### src/rtl/grayscale_stream_ctrl_if.sv
// Stream bundle between the grayscale frame sequencer and the DMA engines.
// Carries the RGB input stream and the packed gray output stream.
//
// Handshake: a beat transfers on a rising aclk edge where both tvalid and
// tready are high. A producer raises tvalid without waiting for tready and
// keeps tdata/tkeep/tlast stable until that transfer edge.
//
// The 'slave' modport is the controller side: it consumes s_rgb and produces
// m_gray. The 'master' modport is the environment (DMA) side.
interface grayscale_stream_ctrl_if #(
   parameter int LANES = 4
);
   logic [23:0]        s_rgb_tdata;
   logic               s_rgb_tvalid;
   logic               s_rgb_tready;
   logic [8*LANES-1:0] m_gray_tdata;
   logic [LANES-1:0]   m_gray_tkeep;
   logic               m_gray_tlast;
   logic               m_gray_tvalid;
   logic               m_gray_tready;

   modport slave (
      input  s_rgb_tdata, s_rgb_tvalid, m_gray_tready,
      output s_rgb_tready, m_gray_tdata, m_gray_tkeep, m_gray_tlast, m_gray_tvalid
   );

   modport master (
      output s_rgb_tdata, s_rgb_tvalid, m_gray_tready,
      input  s_rgb_tready, m_gray_tdata, m_gray_tkeep, m_gray_tlast, m_gray_tvalid
   );
endinterface

### src/rtl/grayscale_stream_ctrl.sv
// Frame-level sequencer around an external combinational RGB->gray converter.
// Feeds each accepted pixel to the converter, packs LANES gray bytes per
// output word (first pixel in lane 0), counts pixels against the programmed
// frame length and pulses done when the last word has been handed off.
// o_state exposes the FSM state (0 IDLE, 1 RUN, 2 DRAIN, 3 DONE).
module grayscale_stream_ctrl #(
   parameter int PIX_CNT_W = 24,
   parameter int LANES     = 4
) (
   input  logic                  aclk,
   input  logic                  aresetn,
   input  logic                  start,
   input  logic [PIX_CNT_W-1:0]  pixel_count,
   output logic                  busy,
   output logic                  done,
   output logic [23:0]           conv_rgb,
   input  logic [7:0]            conv_gray,
   output logic [1:0]            o_state,
   grayscale_stream_ctrl_if.slave bus
);

   localparam int LANE_W = (LANES > 1) ? $clog2(LANES) : 1;
   localparam int DW     = 8 * LANES;

   typedef enum logic [1:0] {
      S_IDLE  = 2'd0,
      S_RUN   = 2'd1,
      S_DRAIN = 2'd2,
      S_DONE  = 2'd3
   } state_t;

   state_t                r_state;
   state_t                w_next;
   logic [PIX_CNT_W-1:0]  r_remaining;
   logic [LANE_W-1:0]     r_lane;
   logic [DW-1:0]         r_buf;
   logic [DW-1:0]         r_tdata;
   logic [LANES-1:0]      r_tkeep;
   logic                  r_tlast;
   logic                  r_tvalid;

   logic                  w_s_tready;
   logic                  w_accept;
   logic                  w_last_pix;
   logic                  w_word_done;
   logic [DW-1:0]         w_word;
   logic [LANES-1:0]      w_keep;

   // Input acceptance and word-completion conditions for the current cycle.
   always_comb begin
      w_s_tready  = (r_state == S_RUN) && (!r_tvalid || bus.m_gray_tready);
      w_accept    = w_s_tready && bus.s_rgb_tvalid;
      w_last_pix  = (r_remaining == PIX_CNT_W'(1));
      w_word_done = w_accept && ((r_lane == LANE_W'(LANES - 1)) || w_last_pix);
   end

   // Pack buffer with the current gray merged into lane r_lane; lanes above it stay zero.
   always_comb begin
      w_word = r_buf;
      w_keep = '0;
      for (int k = 0; k < LANES; k++) begin
         if (LANE_W'(k) == r_lane) w_word[8*k +: 8] = conv_gray;
         if (LANE_W'(k) <= r_lane) w_keep[k] = 1'b1;
      end
   end

   // FSM state register.
   always_ff @(posedge aclk or negedge aresetn) begin
      if (!aresetn) r_state <= S_IDLE;
      else          r_state <= w_next;
   end

   // FSM next-state logic; start outside IDLE is ignored.
   always_comb begin
      w_next = r_state;
      case (r_state)
         S_IDLE:  if (start) w_next = (pixel_count != '0) ? S_RUN : S_DONE;
         S_RUN:   if (w_accept && w_last_pix) w_next = S_DRAIN;
         S_DRAIN: if (r_tvalid && bus.m_gray_tready && r_tlast) w_next = S_DONE;
         S_DONE:  w_next = S_IDLE;
         default: w_next = S_IDLE;
      endcase
   end

   // Frame counter, lane pointer and pack buffer; cleared on each accepted start.
   always_ff @(posedge aclk or negedge aresetn) begin
      if (!aresetn) begin
         r_remaining <= '0;
         r_lane      <= '0;
         r_buf       <= '0;
      end else if ((r_state == S_IDLE) && start) begin
         r_remaining <= pixel_count;
         r_lane      <= '0;
         r_buf       <= '0;
      end else if (w_accept) begin
         r_remaining <= r_remaining - PIX_CNT_W'(1);
         r_lane      <= w_word_done ? '0 : r_lane + LANE_W'(1);
         r_buf       <= w_word_done ? '0 : w_word;
      end
   end

   // Output word register: loads on completion (even while handing off), else drops valid on handshake.
   always_ff @(posedge aclk or negedge aresetn) begin
      if (!aresetn) begin
         r_tdata  <= '0;
         r_tkeep  <= '0;
         r_tlast  <= 1'b0;
         r_tvalid <= 1'b0;
      end else if (w_word_done) begin
         r_tdata  <= w_word;
         r_tkeep  <= w_keep;
         r_tlast  <= w_last_pix;
         r_tvalid <= 1'b1;
      end else if (bus.m_gray_tready) begin
         r_tvalid <= 1'b0;
      end
   end

   // Status and stream outputs.
   always_comb begin
      busy              = (r_state == S_RUN) || (r_state == S_DRAIN);
      done              = (r_state == S_DONE);
      o_state           = r_state;
      conv_rgb          = bus.s_rgb_tdata;
      bus.s_rgb_tready  = w_s_tready;
      bus.m_gray_tdata  = r_tdata;
      bus.m_gray_tkeep  = r_tkeep;
      bus.m_gray_tlast  = r_tlast;
      bus.m_gray_tvalid = r_tvalid;
   end

endmodule

### src/flat_wrapper.sv
// flat-port wrapper written by rule: the top's interface ports become plain ports
module grayscale_stream_ctrl_flat 
#(
   parameter int PIX_CNT_W = 24,
   parameter int LANES     = 4
)
  (aclk, aresetn, start, pixel_count, busy, done, conv_rgb, conv_gray, o_state, bus_s_rgb_tdata, bus_s_rgb_tvalid, bus_m_gray_tready, bus_s_rgb_tready, bus_m_gray_tdata, bus_m_gray_tkeep, bus_m_gray_tlast, bus_m_gray_tvalid);
  grayscale_stream_ctrl_if #(.LANES(LANES)) bus_i ();
  input  logic aclk;
  input  logic aresetn;
  input  logic start;
  input  logic [PIX_CNT_W-1:0] pixel_count;
  output logic busy;
  output logic done;
  output logic [23:0] conv_rgb;
  input  logic [7:0] conv_gray;
  output logic [1:0] o_state;
  input wire logic [$bits(bus_i.s_rgb_tdata)-1:0] bus_s_rgb_tdata;
  input wire logic [$bits(bus_i.s_rgb_tvalid)-1:0] bus_s_rgb_tvalid;
  input wire logic [$bits(bus_i.m_gray_tready)-1:0] bus_m_gray_tready;
  output wire logic [$bits(bus_i.s_rgb_tready)-1:0] bus_s_rgb_tready;
  output wire logic [$bits(bus_i.m_gray_tdata)-1:0] bus_m_gray_tdata;
  output wire logic [$bits(bus_i.m_gray_tkeep)-1:0] bus_m_gray_tkeep;
  output wire logic [$bits(bus_i.m_gray_tlast)-1:0] bus_m_gray_tlast;
  output wire logic [$bits(bus_i.m_gray_tvalid)-1:0] bus_m_gray_tvalid;
  assign bus_i.s_rgb_tdata = bus_s_rgb_tdata;
  assign bus_i.s_rgb_tvalid = bus_s_rgb_tvalid;
  assign bus_i.m_gray_tready = bus_m_gray_tready;
  assign bus_s_rgb_tready = bus_i.s_rgb_tready;
  assign bus_m_gray_tdata = bus_i.m_gray_tdata;
  assign bus_m_gray_tkeep = bus_i.m_gray_tkeep;
  assign bus_m_gray_tlast = bus_i.m_gray_tlast;
  assign bus_m_gray_tvalid = bus_i.m_gray_tvalid;
  grayscale_stream_ctrl #(.PIX_CNT_W(PIX_CNT_W), .LANES(LANES)) u_core (.aclk(aclk), .aresetn(aresetn), .start(start), .pixel_count(pixel_count), .busy(busy), .done(done), .conv_rgb(conv_rgb), .conv_gray(conv_gray), .o_state(o_state), .bus(bus_i));
endmodule
### config.mk
export PLATFORM = sky130hd
export DESIGN_NAME = grayscale_stream_ctrl_flat
export DESIGN_NICKNAME = d
export VERILOG_FILES = /design/src/rtl/grayscale_stream_ctrl_if.sv /design/src/rtl/grayscale_stream_ctrl.sv /design/src/flat_wrapper.sv
export SDC_FILE = /design/constraint.sdc
export NUM_CORES = 1
export LEC_CHECK = 0
export ABC_AREA = 0
export CORE_AREA = 2 2 99 111
export DETAILED_ROUTE_END_ITERATION = 10
export DIE_AREA = 0 0 101 113
export PLACE_DENSITY = 0.79
export SETUP_SLACK_MARGIN = 0.2
export SLEW_MARGIN = 15
export SYNTH_ARGS = -nofsm -noshare
export SYNTH_HDL_FRONTEND = slang
export SYNTH_SLANG_ARGS = --single-unit
### constraint.sdc
create_clock -name aclk -period 3.13 [get_ports aclk]
set_input_delay 0.626 -clock aclk [delete_from_list [all_inputs] [get_ports aclk]]
set_output_delay 0.626 -clock aclk [all_outputs]
set_load 0.005 [all_outputs]
=== Word-level counts from Yosys, hierarchy flattened ===
Index checks and enable logic that the tools add are counted.

* Flip-flop bits (word level): 98
* Bits of input ports: 61
* Output and inout bits: 67
* Word-level logic and storage cells: 65

* Mux-type cells: 23
* Magnitude comparators: 4
* Add/subtract/negate cells: 2
* Eq/ne operators: 11
* Reduce and logical (&&, ||, !) cells: 17

{| class="wikitable"
|+ Operator list
! cell !! number
|-
| two-way mux 32 bit || 3
|-
| two-way mux 24 bit || 2
|-
| two-way mux 8 bit || 4
|-
| == test 24 x 1 -> 1 bit, second input constant || 1
|-
| nonzero test 24 bit || 1
|-
| subtractor 24 x 1 -> 24 bit, second input constant || 1
|-
| two-way mux 2 bit || 7
|-
| case mux 2 bit (4 select lines) || 1
|-
| logical AND 1 bit || 7
|-
| == test 2 bit, second input constant || 3
|-
| two-way mux 1 bit || 6
|-
| == test 2 bit, first input constant || 2
|-
| <= comparator 1 x 2 -> 1 bit, first input constant || 2
|-
| <= comparator 2 bit, first input constant || 2
|-
| zero test 2 bit || 2
|-
| != test 2 bit, second input constant || 2
|-
| nonzero test 2 bit || 2
|-
| logical OR 1 bit || 3
|-
| AND reduction 3 bit || 1
|-
| adder 2 x 1 -> 2 bit, second input constant || 1
|-
| == test 1 x 2 -> 1 bit, first input constant || 1
|-
| == test 2 x 1 -> 1 bit, second input constant || 1
|-
| != test 2 x 1 -> 1 bit, second input constant || 1
|-
| zero test 1 bit || 1
|}

=== Longest topological paths before layout ===
* Word-level depth: 8
* Gate-level depth with buffers: 8
* Mapped depth without buffers: 7

=== Worst setup path before layout ===
No wires, ideal clock.

* Path type: register to register
* From: register u_core.r_remaining[1]
* To: register u_core.r_state[1] (netlist: u_core.o_state[1])
* Data required time: 3.002 ns
* Slack: 0.792 ns
* Arrival time: 2.211 ns
* Cell stages (with the launch flop): 8
* Cells stage by stage: dfrtp_1 -> inv_1 -> ha_1 -> or4b_1 -> nor3_2 -> nand3_2 -> a221o_1 -> mux2_1

* Cells in the longest elaborated chain, start to end: 4

{| class="wikitable"
|+ RTL lines
! element !! RTL line !! RTL
|-
| start: declaration || grayscale_stream_ctrl.sv:34 || <nowiki>logic [PIX_CNT_W-1:0] r_remaining;</nowiki>
|-
| start signal: assignment || grayscale_stream_ctrl.sv:92 || <nowiki>r_remaining <= pixel_count;</nowiki>
|-
| start signal: assignment || grayscale_stream_ctrl.sv:96 || <nowiki>r_remaining <= r_remaining - PIX_CNT_W'(1);</nowiki>
|-
| == test 24 x 1 -> 1 bit || grayscale_stream_ctrl.sv:53 || <nowiki>w_last_pix = (r_remaining == PIX_CNT_W'(1));</nowiki>
|-
| logical AND 1 bit || grayscale_stream_ctrl.sv:78 || <nowiki>S_RUN: if (w_accept && w_last_pix) w_next = S_DRAIN;</nowiki>
|-
| != test 2 bit (no line) || - ||
|-
| AND reduction 3 bit (no line) || - ||
|-
| end signal: assignment || grayscale_stream_ctrl.sv:70 || <nowiki>else r_state <= w_next;</nowiki>
|-
| end: declaration || grayscale_stream_ctrl.sv:32 || <nowiki>state_t r_state;</nowiki>
|}

No other way between the ends.
A chain may end at the register's enable or synchronous reset.

=== Final worst setup path ===
* From: input bus_m_gray_tready
* To: output bus_s_rgb_tready

* Cells in the longest elaborated chain, start to end: 2

{| class="wikitable"
|+ RTL lines
! element !! RTL line !! RTL
|-
| start: declaration || flat_wrapper.sv:20 || <nowiki>input wire logic [$bits(bus_i.m_gray_tready)-1:0] bus_m_gray_tready;</nowiki>
|-
| logical OR 1 bit || grayscale_stream_ctrl.sv:51 || <nowiki>w_s_tready = (r_state == S_RUN) && (!r_tvalid || bus.m_gray_tready);</nowiki>
|-
| logical AND 1 bit || grayscale_stream_ctrl.sv:51 ||
|-
| end: declaration || flat_wrapper.sv:21 || <nowiki>output wire logic [$bits(bus_i.s_rgb_tready)-1:0] bus_s_rgb_tready;</nowiki>
|}

No other way between the ends.

==> flow_summary.json <==
{
  "status": "finished clean",
  "drc": 0,
  "wire_per_inst_um": 16.6,
  "setup_violations": 0,
  "grt_pass1_wl_um": 19800,
  "synth_area_leaders": "dfrtp_1 (49%), o21ai_0 (7.4%), nand2_1 (6.5%)",
  "grt_max_degree": 73,
  "yosysTopAreaCell": "dfrtp_1",
  "p_per_area_mw_per_mm2": 772,
  "cp_max_fo": 6,
  "dp_hpwl_um": 8100,
  "rsz0062_at_grt": "false",
  "path_clk_slew_ns": 0.07,
  "nNetsFinal": 656,
  "crit_type": "in2out",
  "first_pass_iters": 5,
  "drive_above_1_share_pct": 6.80,
  "seq_area_mm2": 0.00245,
  "final_cells": 711,
  "place_area_mm2": 0.00579,
  "row_count": 39,
  "synth_top_cell_area_share_pct": 49.4,
  "cts-root-buf": "clkbuf_16",
  "tightestPinTransition_ns": 0.773,
  "dp_cells": 695,
  "die_x_um": 101,
  "insertion_delay_ns": 0.34,
  "vias_per_cell": 5.65,
  "peakVddDrop_uv": 376,
  "multi_input_area_mm2": 0.00221,
  "hp-class": "in2async",
  "synth-edff-count": 0,
  "rr_startpoint": "u_core.r_remaining[18]",
  "wl_um": 11800,
  "min_period_ns": 2.68,
  "whs_ns": 0.349,
  "grt_pass1_vias": 3968,
  "yosysUniqueCellTypes": 38,
  "htreeDepth": 3,
  "synthArstFlopShare_pct": 100,
  "drt_iter0_markers": 218,
  "fmax_mhz": 373,
  "cts_setup_buffers": 0,
  "cts_made_buffers": 9,
  "period_share_pct": 85.7,
  "finalWorstSetupSlack_ns": 0.446,
  "fin_setup_tns_ns": 0,
  "utilization_pct": 59.5,
  "n_fill_cell": 882,
  "synthAdderAreaFrac_pct": 3.03,
  "yosys.area_share.simple_pct": 19.0,
  "grt.overflow.total": 0,
  "synth.avg_cell_area_um2": 9.41,
  "synth_top_family_by_area": "simple AND/OR/NAND/NOR gates",
  "core_area_mm2": 0.0102,
  "start_util_pct": 48.4,
  "crit_start": "bus_m_gray_tready",
  "cp.arrival_ns": 2.06,
  "synthMuxAreaShare_pct": 5.27,
  "relSlewSlack_pct": 48.5,
  "crit_path_end_kind": "output port",
  "boundaryPins": 128,
  "dp_slack_ns": 0.416,
  "ys_ff_latch": 98,
  "post_cts_resized": 0,
  "start_kind": "input pin",
  "syn_area_mm2": 0.00496,
  "grtUsageTotal_pct": 21.9,
  "synth_nets": 600,
  "fin_area_mm2": 0.00609,
  "leakage_nw": 2.56,
  "portBuffers": 79,
  "die_h_um": 113,
  "cts_hold_buf": 0,
  "cts_tree": "built",
  "antenna_found_initial": 0,
  "fin_skew_ns": 0.00876,
  "die-area_mm2": 0.0114,
  "synth_xor_area_share_pct": 4.06,
  "drv_slew": 0,
  "total_power_mw": 4.71,
  "hold_viol_final": 0,
  "ys_warn_count": 0,
  "n_antenna_cell": 0,
  "cts_sinks": 98,
  "ys.flop_type": "dfrtp_1",
  "crit_required_ns": 2.50,
  "yosysSeqAreaShare_pct": 49.4,
  "postRouteAntennaNets": 0,
  "synth_compound_area_share_pct": 12.8,
  "synthCells": 527,
  "place_congestion": 0.827,
  "route.vias.total": 4016,
  "area_growth_pct": 22.8,
  "clock_path_buffers": 2,
  "cap_violations": 0
}
worst max-delay path, stage by stage:
cell             delay [ns]
clkdlybuf4s50_1        0.53
nand2b_1               0.23
and2_1                 0.16
clkdlybuf4s50_1        0.51
cell usage in the layout (no fill, tap or decap), types with 2 or more instances in the layout:
master,Yosys,layout
a21oi_1,26,26
nand3_1,4,4
o22ai_1,9,9
ha_1,12,12
and3_1,9,9
nor2_1,17,17
nor3b_1,2,2
nand2b_1,2,2
o21ai_0,73,73
buf_4,24,15
and2_1,3,2
xnor2_1,12,12
dfrtp_1,98,98
nand2_1,86,86
nand4_1,7,7
clkbuf_16,0,9
buf_12,0,2
nor4_4,2,2
nor2b_1,3,3
clkdlybuf4s50_1,0,78
xor2_1,11,11
a311oi_1,6,6
nor4_1,10,10
inv_1,11,11
or3_1,5,5
nor3_1,30,30
nor4b_1,2,2
mux2i_1,25,25
sequential cells by signal, indices dropped and copies added (netlist names):
register	cells
u_core.bus.m_gray_tdata	32
u_core.bus.m_gray_tkeep	4
u_core.r_remaining	24
u_core.o_state	2
u_core.bus.m_gray_tlast	1
u_core.r_buf	32
u_core.r_lane	2
u_core.bus.m_gray_tvalid	1
power breakdown:
part           internal, mW  switching [mW]
clock                 0.647           0.481
combinational         0.809           0.882
sequential             1.60           0.284
synthesized netlist by cell type, types with 2 or more instances:
cell	count
nor2b_1	3
nor4b_1	2
nor4_4	2
and2_1	3
or3_1	5
nor4_1	10
xor2_1	11
mux2i_1	25
buf_1	2
nand2b_1	2
inv_1	11
nor3b_1	2
dfrtp_1	98
nand3_1	4
buf_4	24
a311oi_1	6
nand4_1	7
nand2_1	86
o21ai_0	73
clkbuf_1	24
ha_1	12
and3_1	9
a31oi_1	2
o22ai_1	9
nor2_1	17
xnor2_1	12
a21oi_1	26
nor3_1	30
cell families (layout without fill, tap and decap cells):
kind of cell / count (synthesis) / after routing
XOR/XNOR: 23 / 23
adder cells (fa/ha/maj): 12 / 12
multiplexers: 26 / 26
flip-flops: 98 / 98
AO/OA/AOI/OAI: 118 / 118
AND/OR/NAND/NOR: 189 / 189
buffers and inverters: 61 / 122
layout make-up:
| class | instances | area share [%] |
|---|---|---|
| multi-input cells | 368 | 36.2 |
| clock buffers | 11 | 3.98 |
| well taps | 123 | 2.53 |
| flip-flops and latches | 98 | 40.3 |
| repair buffers | 95 | 15.3 |
| inverters | 11 | 0.678 |
| clock inverters | 5 | 1.03 |
final timing paths:
kind	endpoint	slack, ns	cells after the start
max	bus_s_rgb_tready	0.45	4
min	u_core.bus.m_gray_tdata[22]	0.35	1
max reg2reg	u_core.o_state[1]	0.57	6
min reg2reg	u_core.bus.m_gray_tdata[13]	0.48	2
max in group asynchronous	u_core.r_remaining[23]	2.10	2
min in group aclk	u_core.bus.m_gray_tdata[13]	0.48	2
metal layers:
| layer | GRT usage [%] | vias to the layer above | share of wire (%) |
|---|---|---|---|
| met5 | 0 | - | 0 |
| met4 | 7.12 | 0 | 1.6 |
| met3 | 3.77 | 16 | 5.4 |
| met2 | 36.1 | 110 | 51 |
| met1 | 29.3 | 1963 | 42 |
| li1 | - | 1927 | - |
Note: power is estimated with default switching activity, not from simulation.
